<file path="config.mk">
export PLATFORM = sky130hd
export DESIGN_NAME = rac_seg
export DESIGN_NICKNAME = d
export VERILOG_FILES = /design/src/rtl/rac_seg.sv
export SDC_FILE = /design/constraint.sdc
export NUM_CORES = 1
export LEC_CHECK = 0
export CORE_MARGIN = 1.5
export CORE_UTILIZATION = 55
export CTS_CLUSTER_SIZE = 8
export DETAILED_ROUTE_END_ITERATION = 12
export GPL_TIMING_DRIVEN = 0
export HOLD_SLACK_MARGIN = 0.06
export PLACE_DENSITY = 0.89
export SLEW_MARGIN = 20
export SYNTH_ARGS = -nofsm -noshare
export SYNTH_HDL_FRONTEND = slang
export SYNTH_SLANG_ARGS = --single-unit
</file>
<file path="constraint.sdc">
create_clock -name clk -period 4.6 [get_ports clk]
set_clock_uncertainty 0.2 [all_clocks]
set_input_delay 1.15 -clock clk [delete_from_list [all_inputs] [get_ports clk]]
set_output_delay 1.15 -clock clk [all_outputs]
set_load 0.02 [all_outputs]
</file>
<file path="src/rtl/rac_seg.sv">
`default_nettype none
// ============================================================================
// Module      : rac_seg
// Description : Multi-cycle segmented ripple-carry adder/subtractor. Processes
//               one SEG-bit slice per clock, LSB slice first, carrying between
//               slices in a register. Start/busy/done handshake with a held
//               result, raw MSB carry-out and two's-complement overflow.
// Revision    : 1.0 - initial release
// ============================================================================
module rac_seg #(
    parameter int WIDTH = 24,
    parameter int SEG   = 6
) (
    input  logic             clk,
    input  logic             rst,
    input  logic             start,
    input  logic             sub,
    input  logic [WIDTH-1:0] a,
    input  logic [WIDTH-1:0] b,
    input  logic             Cin,
    output logic             busy,
    output logic             done,
    output logic [WIDTH-1:0] r,
    output logic             c,
    output logic             ovf
);

    localparam int c_NSEG = WIDTH / SEG;
    localparam int c_CW   = (c_NSEG > 1) ? $clog2(c_NSEG) : 1;
    localparam logic [c_CW-1:0] c_LAST = c_CW'(c_NSEG - 1);

    localparam logic [0:0] c_ST_IDLE = 1'b0;
    localparam logic [0:0] c_ST_RUN  = 1'b1;

    logic [0:0]       r_state;
    logic [c_CW-1:0]  r_cnt;
    logic             r_carry;
    // Operands are shifted right one slice per cycle so the active slice is
    // always at the bottom; this keeps the adder a fixed SEG-bit chain.
    logic [WIDTH-1:0] r_opa;
    logic [WIDTH-1:0] r_opb;
    logic [WIDTH-1:0] r_res;
    logic             r_c;
    logic             r_ovf;
    logic             r_busy;
    logic             r_done;

    logic [SEG:0]         w_seg_sum;
    logic [WIDTH+SEG-1:0] w_res_cat;
    logic [WIDTH-1:0]     w_res_next;
    logic                 w_ovf;

    // One SEG-bit full-adder chain, reused for every slice.
    always_comb begin
        w_seg_sum  = {1'b0, r_opa[SEG-1:0]} + {1'b0, r_opb[SEG-1:0]}
                   + {{SEG{1'b0}}, r_carry};
        // New slice enters at the top; after NSEG slices the result is aligned.
        w_res_cat  = {w_seg_sum[SEG-1:0], r_res};
        w_res_next = w_res_cat[WIDTH+SEG-1:SEG];
        // On the last slice the bottom of the shifted operands holds the MSBs.
        w_ovf      = (r_opa[SEG-1] == r_opb[SEG-1]) &&
                     (w_seg_sum[SEG-1] != r_opa[SEG-1]);
    end

    // Control FSM and slice datapath, all outputs registered.
    always_ff @(posedge clk) begin
        if (rst) begin
            r_state <= c_ST_IDLE;
            r_cnt   <= '0;
            r_carry <= 1'b0;
            r_opa   <= '0;
            r_opb   <= '0;
            r_res   <= '0;
            r_c     <= 1'b0;
            r_ovf   <= 1'b0;
            r_busy  <= 1'b0;
            r_done  <= 1'b0;
        end else begin
            r_done <= 1'b0;
            case (r_state)
                c_ST_IDLE: begin
                    if (start) begin
                        r_opa   <= a;
                        r_opb   <= b ^ {WIDTH{sub}};
                        r_carry <= Cin ^ sub;
                        r_cnt   <= '0;
                        r_busy  <= 1'b1;
                        r_state <= c_ST_RUN;
                    end
                end
                c_ST_RUN: begin
                    r_res   <= w_res_next;
                    r_carry <= w_seg_sum[SEG];
                    r_opa   <= r_opa >> SEG;
                    r_opb   <= r_opb >> SEG;
                    if (r_cnt == c_LAST) begin
                        r_c     <= w_seg_sum[SEG];
                        r_ovf   <= w_ovf;
                        r_done  <= 1'b1;
                        r_busy  <= 1'b0;
                        r_cnt   <= '0;
                        r_state <= c_ST_IDLE;
                    end else begin
                        r_cnt <= r_cnt + c_CW'(1);
                    end
                end
                default: begin
                    r_state <= c_ST_IDLE;
                end
            endcase
        end
    end

    assign busy = r_busy;
    assign done = r_done;
    assign r    = r_res;
    assign c    = r_c;
    assign ovf  = r_ovf;

endmodule
`default_nettype wire
</file>
**Word-level counts from Yosys, hierarchy flattened**

Index checks and enable logic that the tools add are counted.

- Logic and storage cells: 41
- Output and inout bits: 28
- Bits in registers: 80

- Muxes and demuxes: 16
- Bitwise gates (word level): 3
- Equal/unequal tests: 5
- Reduce and logical (&&, ||, !) cells: 4
- Add/sub/neg operators: 3

Operators by type and width:

| operator | number |
|---|---|
| 24-bit case mux with 2 select lines | 2 |
| 24-bit two-way mux | 2 |
| 24-bit bitwise XOR | 1 |
| 6-bit by 6-bit adder with 7-bit output | 1 |
| 7-bit by 1-bit adder with 7-bit output | 1 |
| 1-bit two-way mux | 6 |
| 1-bit case mux with 2 select lines | 3 |
| 2-bit two-way mux | 2 |
| 2-bit case mux with 2 select lines | 1 |
| 2-bit AND reduction | 2 |
| 2-bit by 1-bit adder with 2-bit output (second input constant) | 1 |
| 2-bit == test (second input constant) | 1 |
| 2-bit by 1-bit inequality test with 1-bit output (second input constant) | 1 |
| 2-bit inequality test (second input constant) | 1 |
| 2-bit OR reduction | 1 |
| 1-bit == test | 1 |
| 1-bit logical AND | 1 |
| 1-bit inequality test | 1 |
| 1-bit NOT | 1 |
| 1-bit bitwise XOR | 1 |

**Logic depth before layout (Yosys ltp)**

Gate-level depths: netlist (run 1).

- Depth in word-level cells: 4
- Depth in mapped cells: 7
- Depth with buffers taken out: 7

**Least setup slack after synthesis (run 1)**

No wires, ideal clock.

- Path kind: input -> register
- From: in start
- To: reg r_opa[10]
- Cell stages on the path: 6
- Required time: 4.272 ns
- Library setup time: 0.128 ns
- Path slack: 2.426 ns
- Arrival time: 1.846 ns
- Buffers on the path: 2
- Cells stage by stage: buf_2 > buf_4 > mux2i_1 > nor2_1 > a21oi_1 > nor2_1

- Word-level cells in the longest chain between the ends: 1

RTL lines:

| item | line | text |
|---|---|---|
| start: declaration | 16 | `input logic start,` |
| 2-bit inequality test (no line) | - |  |
| end signal: assignment | 94 | `r_opa <= r_opa >> SEG;` |
| end: declaration | 40 | `logic [WIDTH-1:0] r_opa;` |

Every way passes these cells.
A chain may end at the register's enable or synchronous reset.

**Final worst setup path (run 1)**

- From: reg r_res[21] (netlist: r[21])
- To: out r[21]

RTL lines:

| item | line | text |
|---|---|---|
| start: declaration | 42 | `logic [WIDTH-1:0] r_res;` |
| start signal: assignment | 92 | `r_res <= w_res_next;` |
| end: declaration | 23 | `output logic [WIDTH-1:0] r,` |

No word-level cell between the ends.

==> flow_metrics.tcl, run 1 <==
set metrics [dict create \
    status "finished, violations left" \
    violations "design-rule violations" \
    antenna_found_initial 0 \
    tns_ns 0 \
    reg2reg_to "c" \
    crit_buf_inv 1 \
    cts-root-buf "clkbuf_8" \
    clk_latency_ns 0.36 \
    power-per-cell-area_mw_per_mm2 351 \
    synthTopCellsByArea "dfxtp_1, mux2i_1, nor2_1" \
    layout-drive-gt1-share_pct 9.69 \
    hold_path_class "register to register" \
    holdBufCountCts 0 \
    ant_nets 0 \
    design_area_sq_mm 0.00487 \
    worst-path-stages 1 \
    post_cts_resized 0 \
    startpoint "r[21]" \
    fin_crit_sh_pct 59.2 \
    rsz0062_at_grt "no" \
    period_needed_ns 2.72 \
    p_leak_nw 1.92 \
    ys_types 30 \
    pin_count 81 \
    grt_use_total_pct 25.6 \
    synth_area_sq_mm 0.00374 \
    synth_top_area_share_pct 42.8 \
    syn_inst 422 \
    endpoint_kind "primary output" \
    cts_sinks 80 \
    grt_pass1_wl_um 14800 \
    clk_path_buf_depth 2 \
    cp-start-kind "register" \
    final_util_pct 75.5 \
    final_hold_viol_count 0 \
    wl_per_cell_um 15.3 \
    worst_pin_slew_ns 0.529 \
    final_nets 572 \
    area_growth_pct 30.2 \
    drt-total-wl_um 9060 \
    synth-seq-cells 80 \
    htree_levels 3 \
    ff_latch_area_sq_mm 0.00160 \
    grt_max_degree 14 \
    slowest_delay_ns 0.64 \
    viasPerCell 5.49 \
    placementRows 29 \
    synth.largest_area_cell "dfxtp_1" \
    timing.rr.start "r_opb[0]" \
    remaining_drc_errors 6 \
    antenna_cells 0 \
    crit_fanout 3 \
    path_delay_family "buffers and inverters" \
    crit_chain "clkdlybuf4s50_1" \
    overflow 0 \
    path_class "register to primary output" \
    via_count 3256 \
    setup_viol 0 \
    initial_utilization_pct 58.0 \
    path_clk_slew_ns 0.09 \
    critPathArrivalTime_ns 1.37 \
    fmax_mhz 367 \
    place.gp.congestion 0.901 \
    multi_input_area_sq_mm 0.00189 \
    die_area_sq_mm 0.00731 \
    crit_slowest_cell "clkdlybuf4s50_1" \
    dpl.hpwl_um 6530 \
    ys_seq_area_share_pct 42.8 \
    cts_tree "yes" \
    max-vdd-ir-drop_mv 0.281 \
    finalMaxSlewViolations 0 \
    die_h_um 85.5 \
    crit_required_ns 3.25 \
    cts_inserted_buffers 9 \
    worst-r2r-cell-count 7 \
    core_sq_mm 0.00646 \
    numPortBuffers 78 \
    relSlewSlack_pct 64.7 \
    syn-num-nets 483 \
    dr.pass1.iters 9 \
    ff2ff_setup_slack_ns 2.47 \
    nFillCells 473 \
    syn_avg_cell_area_sq_um 8.87 \
    die_w_um 85.5 \
    crit_path_end "r[21]" \
    placedInstanceArea_sq_mm 0.00462 \
    ys_warn_count 0 \
    max_cap_violations 0 \
    drtIter0Drc 182 \
    post-cts-setup-buffers 0 \
    grt_pass1_vias 3126 \
]
[metrics by stage]
stage                     hold slack [ns]  cells  worst slack, ns  power (mW)
after floorplan                     0.243    422             2.43       0.963
after CTS                           0.277    593             1.86        1.71
final                               0.280    593             1.88        1.71
after detailed placement            0.265    577             1.81        1.07
after global routing                0.309    593             1.84        1.78
after global placement              0.256    577             1.84        1.06
[cells by family after synthesis]
logic type	count (synthesis)	share of synthesized area [%]
compound gates	84	14.0
flops	80	42.8
buf+inv	38	6.75
mux	44	11.8
xor+xnor	26	6.08
simple gates	142	15.5
fa+ha+maj	8	3.07
[layer usage]
layer	vias to the layer above	part of all wire (%)	global-route usage [%]
li1	1604	-	-
met1	1524	44	31.3
met2	112	49	44.0
met3	16	4.6	4.23
met4	0	2.1	12.3
met5	-	0	0
[cells in the final DEF (no fill, tap or decap), types with 2 or more instances in the layout]
master,n
nor2_1,85
dfxtp_1,80
clkdlybuf4s50_1,78
mux2i_1,44
nand2_1,39
xnor2_1,26
a21oi_1,26
o21ai_0,24
o22ai_1,19
clkbuf_8,11
buf_6,10
buf_2,10
clkbuf_1,7
a211oi_2,7
buf_4,6
ha_1,6
inv_1,5
nand2b_1,5
nor2b_1,4
nor3b_1,3
bufinv_16,3
o32ai_1,2
a211oi_1,2
nor3_1,2
fa_1,2
[power breakdown]
| part | total [mW] | leakage, nW | internal (mW) | switching (mW) |
|---|---|---|---|---|
| Sequential | 0.762 | 0.655 | 0.734 | 0.0280 |
| Clock | 0.651 | 0.126 | 0.389 | 0.261 |
| Combinational | 0.298 | 1.14 | 0.148 | 0.151 |
| Total | 1.71 | 1.92 | 1.27 | 0.440 |
[cell type report]
| type | instances | share of cell area, % |
|---|---|---|
| plain buffers | 33 | 4.80 |
| clock buffers | 11 | 3.11 |
| clock inverters | 5 | 2.10 |
| inverters | 5 | 0.385 |
| multi-input cells | 304 | 38.8 |
| flip-flops and latches | 80 | 32.9 |
| well taps | 77 | 1.98 |
| repair buffers | 78 | 16.0 |
[synth_stat cells]
master	n
o21ba_2	1
or2_1	1
nor3b_1	3
buf_6	10
a211oi_1	2
fa_1	2
o32ai_1	2
and3b_1	1
buf_2	10
o2111a_1	1
a311oi_1	1
nand2_1	39
dfxtp_1	80
nor4_1	1
nand2b_1	5
nor2b_1	4
o22ai_1	19
mux2i_1	44
inv_1	5
clkbuf_1	7
nor2_1	85
buf_4	6
a211oi_2	7
a21oi_1	26
o21ai_0	24
xnor2_1	26
nand3_1	1
nor3_1	2
ha_1	6
a31oi_1	1
[worst min path at each step]
| stage | startpoint | to | depth (start not counted) |
|---|---|---|---|
| 3_3_place_gp | r_opb[7] | r_opb[1] | 2 |
| 3_5_place_dp | r_opb[21] | r_opb[15] | 2 |
| 5_1_grt | r_opb[8] | r_opb[2] | 2 |
| 6_report | r_opb[8] | r_opb[2] | 2 |
| 4_1_cts | r_opb[21] | r_opb[15] | 2 |
| 2_1_floorplan | r_opb[16] | r_opb[10] | 2 |
[state kept, by name, summed over array words and instances (netlist names), 2 cells and up]
register	count
r_opa	24
r	24
r_cnt	2
r_opb	24
Power figures use the tool's default switching activity.
==> run 2: changes to the inputs <==
- CORE_UTILIZATION: 55 -> 46
- PLACE_DENSITY: 0.89 -> 0.79
- clock period: 4.6 -> 2.4 ns (I/O delays scaled with it)
==> flow_metrics.tcl, run 2 (same netlist as run 1, synthesis figures left out) <==
set metrics [dict create \
    status "finished, final reports clean" \
    holdBufCountCts 0 \
    worst_pin_slew_ns 0.513 \
    path_class "register to register" \
    wl_met3_um 560 \
    fmax_mhz 462 \
    relSlewSlack_pct 65.8 \
    final_nets 572 \
    m1WireLength_um 3970 \
    max_cap_violations 0 \
    fin_crit_sh_pct 90.2 \
    top_layer "met4" \
    path_clk_slew_ns 0.08 \
    drt-total-wl_um 8840 \
    critPathArrivalTime_ns 2.22 \
    seqPwrFrac_pct 48.8 \
    finalMaxSlewViolations 0 \
    dr.pass1.iters 4 \
    remaining_drc_errors 0 \
    grt_use_total_pct 20.9 \
    grt_pass1_wl_um 14000 \
    setup_viol 0 \
    crit_fanout 3 \
    tns_ns 0 \
    layout_common_cells "nor2_1, dfxtp_1, clkdlybuf4s50_1" \
    numPortBuffers 78 \
    crit_required_ns 2.45 \
    area_growth_pct 29.2 \
    wl_met2_um 4170 \
    htree_levels 3 \
    pwr-share-clk_pct 32.2 \
    drtIter0Drc 203 \
    final_hold_viol_count 0 \
    layout-drive-gt1-share_pct 9.32 \
    overflow 0 \
    place.gp.congestion 0.846 \
    dpl.hpwl_um 6520 \
    power-per-cell-area_mw_per_mm2 618 \
    core_sq_mm 0.00781 \
    clk_latency_ns 0.35 \
    antenna_found_initial 0 \
    post-cts-setup-buffers 0 \
    worst_slack_ns 0.234 \
    antenna_cells 0 \
    p_leak_nw 1.90 \
    final_cells 617 \
    die_area_sq_mm 0.00869 \
    power.switching_uw 803 \
    layout_commonest_cell "nor2_1" \
    die_h_um 93.2 \
    dp_cells 602 \
    p_int_mw 2.19 \
    rsz0062_at_grt "no" \
    post_cts_resized 0 \
    cts_tree "yes" \
    grt_pass1_vias 2897 \
    cp-start-kind "register" \
    grt_max_degree 13 \
    period_needed_ns 2.17 \
    ant_nets 0 \
    placementRows 32 \
    clk_path_buf_depth 2 \
    via_count 3198 \
    wl_per_cell_um 14.3 \
    cts_sinks 80 \
    pwr-share-comb_pct 19.0 \
    max-vdd-ir-drop_mv 0.350 \
    cts-root-buf "clkbuf_8" \
    endpoint_kind "register" \
    die_w_um 93.2 \
    hold_path_class "register to register" \
    dpl_worst_slack_ns 0.143 \
    viasPerCell 5.18 \
    cts_inserted_buffers 9 \
    initial_utilization_pct 47.9 \
    switching_share_pct 26.8 \
    pin_count 81 \
]
==> run 2: cell count changes in the layout (fill, tap and decap cells not counted) <==
cell        delta
bufinv_16      -2
clkinvlp_4     -1
clkbuf_8       -1
clkbuf_1       +1
clkinv_2       +2
==> run 2: area by class of cell <==
| class | instances | area, sq um |
|---|---|---|
| inverter | 5 | 18.8 |
| clock inverter | 4 | 45.0 |
| buffer | 33 | 234 |
| sequential | 80 | 1600 |
| tap | 102 | 128 |
| clock buffer | 11 | 141 |
| fill | 686 | 2970 |
| timing repair buffer | 78 | 781 |
| multi-input combinational | 304 | 1890 |
==> run 2: critical path, stage by stage, from the launching register on <==
cell	delay, ns
dfxtp_1	0.38
fa_1	0.22
inv_1	0.06
fa_1	0.40
nand2b_1	0.18
a21oi_1	0.27
o21ai_0	0.13
a211oi_1	0.23
==> run 2: final timing paths <==
| path | start | to | cells past startpoint | slack, ns |
|---|---|---|---|---|
| min | r_opb[14] | r_opb[8] | 2 | 0.28 |
| max reg2reg | r_opb[0] | c | 7 | 0.23 |
| max | r_opb[0] | c | 7 | 0.23 |
| min reg2reg | r_opb[14] | r_opb[8] | 2 | 0.28 |
==> run 2: per-layer routing <==
layer | global-route usage, % | up-vias
li1 | - | 1601
met3 | 5.28 | 11
met2 | 34.9 | 105
met4 | 7.20 | 0
met5 | 0 | -
met1 | 26.3 | 1481
==> run 2: power groups by stage <==
| stage | Combinational [mW] | Clock [mW] | Sequential [mW] |
|---|---|---|---|
| after detailed placement | 0.563 | 0 | 1.49 |
| after global placement | 0.549 | 0 | 1.49 |
| after CTS | 0.567 | 0.982 | 1.46 |
| after floorplan | 0.355 | 0 | 1.49 |
| final | 0.568 | 0.963 | 1.46 |
| after global routing | 0.614 | 1.06 | 1.47 |
==> run 2: per-stage QoR <==
| step | hold slack, ns | power, mW | utilization [%] | instance area, sq um |
|---|---|---|---|---|
| detailed placement | 0.262 | 2.05 | 59.6 | 4650 |
| CTS | 0.279 | 3.01 | 62.0 | 4840 |
| finish | 0.279 | 2.99 | 62.0 | 4840 |
| global route | 0.287 | 3.15 | 62.0 | 4840 |
| global placement | 0.254 | 2.04 | 59.6 | 4650 |
| floorplan | 0.243 | 1.85 | - | 3740 |
==> variant 1 (settings of run 1) <==
`WIDTH`: 24 -> 48.
--- a/src/rtl/rac_seg.sv
+++ b/src/rtl/rac_seg.sv
@@ -9,5 +9,5 @@
 // ============================================================================
 module rac_seg #(
-    parameter int WIDTH = 24,
+    parameter int WIDTH = 48,
     parameter int SEG   = 6
 ) (
Interface: changed (resized a, b and r); port bits go from 81 to 153. The function was not compared with the original's and may differ.
==> variant 1 against run 1 <==
  * Die area rose by 82%
  * Count of clock-buffer cells in the layout rose by 7
  * Area after synthesis rose by 85%
  * Combinational power rose by 75%
  * Worst setup slack got worse by 96 ps
  * Fmax fell by 3.4%
  * Routed wire length rose by 96%
  * Sequential cell count rose by 73
  * Total power rose by 100%
  * Final cell count rose by 93%
  * Cell area rose by 89%
==> variant 1: results (changes against run 1) <==
metric	value	unit	change
Worst Path Arrival	1470	ps	+100 ps
maximum vdd drop	0.2026	mV	-28%
run status	finished clean		
worst r2r src	r_carry		
Worst-path clk slew	60	ps	-30 ps
Root Buffer	clkbuf_16		
clock insertion delay at the later pin of the skew report	430	ps	+70 ps
clock buffers	18		+7
Synth Area in Adders	0.01842		-0.01233
R2R setup slack	2400	ps	-70 ps
Multi-input gate area	3436	um^2	+82%
Inserted Clock Buffers	17		+8
Worst slew margin	0.6492		+0.001871
first-pass GRT wire length	28900	um	+95%
Data buffer area share	0.2064		-0.001794
layout cells sized above 1	0.08308		-0.01382
Netlist cell types	38		+27%
hold endpoint	r_opb[31]		
Worst Hold Launch	r_opb[37]		
clock-cell share of area	0.06545		+0.01334
Layout Nets	1074		+88%
top post-synthesis cells by count	nor2_1 (160), dfxtp_1 (153), mux2i_1 (93)		
compound-gate portion of the synthesized area	0.1257		-0.01467
DPL Wire Length	12380	um	+90%
vias in the first global route	5864		+88%
hold slack	277.7	ps	-2.494 ps
nonclk inv count	4		-1
sequential-to-total area share from yosys stat	0.4421		+0.01431
syn_nets	906		+88%
Routability Congestion	0.8558		-5.0%
Area contributors post-synth	dfxtp_1 (44%), mux2i_1 (13%), nor2_1 (8.7%)		
CP startpoint	r[47]		
leakage	0.003638	uW	+89%
# fillers	824		+74%
CTS Sinks	153		+91%
Sw Share	0.2515		-0.005559
htree depth	4		+1
mux cell area share after synthesis	0.1344		+0.01672
DR vias/cell	5.404		-1.6%
First-pass DRT Iterations	5		-4
variant 1: routing by layer:
| layer | part of all wire | routed length [um] | up-vias | global-route usage |
|---|---|---|---|---|
| met5 | 0 | 0 | - | 0 |
| met4 | 0.020 | 354 | 0 | 0.09547 |
| met3 | 0.056 | 999 | 32 | 0.05588 |
| met2 | 0.49 | 8761 | 225 | 0.4611 |
| met1 | 0.43 | 7679 | 2901 | 0.3562 |
| li1 | - | - | 3019 | - |
variant 1: power by group through the flow:
stage | registers (uW) | logic (uW) | clock network, uW
6_report | 1450 | 522 | 1450
5_1_grt | 1460 | 570 | 1510
4_1_cts | 1450 | 519 | 1450
3_5_place_dp | 1480 | 509 | 0
3_3_place_gp | 1480 | 498 | 0
2_1_floorplan | 1470 | 329 | 0
variant 1: per-stage QoR:
stage	total power, uW	cell area [um^2]	setup WS (ps)	std cells
finish	3420	9234	1779	1143
global route	3535	9234	1738	1143
CTS	3414	9234	1770	1143
detailed placement	1986	8630	2123	1113
global placement	1973	8630	2166	1113
floorplan	1799	6928	2366	796
==> variant 2 (config.mk and constraints of run 1) <==
Made on the original files. Reset style: asynchronous (`rst`), changed in one clocked block.
--- a/src/rtl/rac_seg.sv
+++ b/src/rtl/rac_seg.sv
@@ -64,5 +64,5 @@
 
     // Control FSM and slice datapath, all outputs registered.
-    always_ff @(posedge clk) begin
+    always_ff @(posedge clk or posedge rst) begin
         if (rst) begin
             r_state <= c_ST_IDLE;
Check against the original RTL: differs if rst is asserted again (counterexample within 4 cycles, from zero or initial values and one cycle with rst high); with rst held inactive, the same outputs for 10 cycles.
==> variant 2 against run 1 <==
  * Fmax grew 1.2%
  * Routed wire length down 7.3%
  * Cell area decreased by 1.0%
  * The flow still finishes with violations (design-rule violations)
  * Sequential share of layout area rose by 8.6 points
  * Non-clock buffer count fell by 7
  * Sequential cell count is the same
  * Area after synthesis grew 0.30%
  * Worst setup slack better by 33 ps
Power is not compared: it rests on default switching activity, and its combinational part moved more than twofold at a synthesized area within 25%.
==> variant 2: results (changes against run 1) <==
metric	value	unit	change
maximum vdd drop	0.2778	mV	
clk buf depth	2		unchanged
Slew @ Worst Pin	667.5	ps	+138.5 ps
placed inst area	4664	um^2	+0.95%
clock insertion delay at the later pin of the skew report	350	ps	
grt met3 use	0.03946		-0.002887
Post-Synth XOR/XNOR Area	0.06298		+0.002150
CP max stage cell	clkdlybuf4s50_1		
sequential-to-total area share from yosys stat	0.5332		+0.1053
failing checks	design-rule violations		
CP delay by family, top	buffers and inverters		
CP startpoint	r[22]		
Worst-path clk slew	70	ps	-20 ps
post-CTS resize count	0		unchanged
htree depth	3		unchanged
Synth Warn #	0		unchanged
Netlist cell types	29		-3.3%
1st-iter DRT viols	215		+18%
met1 Track Usage GR	0.3099		-0.002654
WL/cell	15.97	um	+4.6%
Root Buffer	clkbuf_8		
leakage	0.002145	uW	
initial antenna violation count	0		unchanged
Async SR Flop Fraction	1.000		+1.000
CP Max Fanout	3		unchanged
DRC Markers	8		+2
largest net degree at the start of global routing	47		+33
Worst Hold Launch	r_opa[12]		
Layout Nets	508		-11%
Top FF cell, synth	dfrtp_1		
crit end category	output pin		
Routability Congestion	0.8653		-4.0%
post-CTS setup buffer count	0		unchanged
Tot GR Track Use	0.2499		-0.006227
Worst Path Arrival	1340	ps	-30 ps
syn_nets	417		-14%
Inserted Clock Buffers	9		unchanged
worst r2r src	r_carry		
grt met2 use	0.4309		-0.009306
run status	complete, but fails checks		
slowest cell delay on critical path	620	ps	-20 ps
compound-gate portion of the synthesized area	0.1183		-0.02208
port bufs	79		+1.3%
DR vias	2972		-8.7%
hold crit path type	reg -> reg		
First-pass DRT Iterations	8		-1
DPL Wire Length	6307	um	-3.4%
top post-synthesis cells by count	dfrtp_1 (80), nand2_1 (40), o21ai_0 (40)		
Synth Area in Adders	0.03066		-0.00009222
layout cells sized above 1	0.1024		+0.005551
mux cell area share after synthesis	0.1326		+0.01498
# fillers	451		-4.7%
first-pass GRT wire length	14190	um	-4.0%
Area contributors post-synth	dfrtp_1 (53%), mux2i_1 (6.7%), mux2_2 (6.6%)		
Reg area	2002	um^2	+25%
diodes inserted	0		unchanged
-- variant 2: cell families after synthesis --
| logic type | count (synthesis) |
|---|---|
| flip-flops | 80 |
| AND/OR/NAND/NOR | 83 |
| adder cells (fa/ha/maj) | 8 |
| XOR/XNOR | 27 |
| buffers and inverters | 32 |
| AO/OA/AOI/OAI | 79 |
| multiplexers | 47 |
-- variant 2: per-layer routing --
| metal | wire length [um] | vias to the layer above |
|---|---|---|
| met4 | 224 | 0 |
| met3 | 417 | 22 |
| met2 | 4388 | 107 |
| li1 | - | 1385 |
| met1 | 3371 | 1458 |
| met5 | 0 | - |
-- variant 2: path summary, 6_finish.rpt --
check                      depth (start not counted)   endpoint  slack [ps]
max                                                1      r[22]        1910
min                                                2   r_opa[6]         290
max reg2reg                                        7    r_carry        2340
min reg2reg                                        2   r_opa[6]         290
max in group asynchronous                          3  r_opb[20]        2640
min in group asynchronous                          2       r[5]         970
-- variant 2: cell type report --
class                   instances  area share
flip-flops and latches         80      0.4149
multi-input cells             244      0.3364
repair buffers                 80      0.1680
clock buffers                  12     0.03216
plain buffers                  24     0.02075
well taps                      77     0.01997
inverters                       8    0.006743
clock inverters                 1    0.001037
-- variant 2: per-stage QoR --
| stage | cells | setup WS (ps) |
|---|---|---|
| floorplan | 356 | 1198 |
| global placement | 512 | 76.39 |
| CTS | 526 | 1889 |
| finish | 526 | 1908 |
| detailed placement | 513 | 1643 |
| global route | 526 | 1808 |
-- variant 2: power breakdown --
| part | switching, uW | leakage, uW | internal [uW] | total [uW] |
|---|---|---|---|---|
| registers | 177 | 0.00103 | 980 | 1160 |
| clock network | 230 | 0.0000842 | 216 | 446 |
| logic | 601 | 0.00103 | 578 | 1180 |
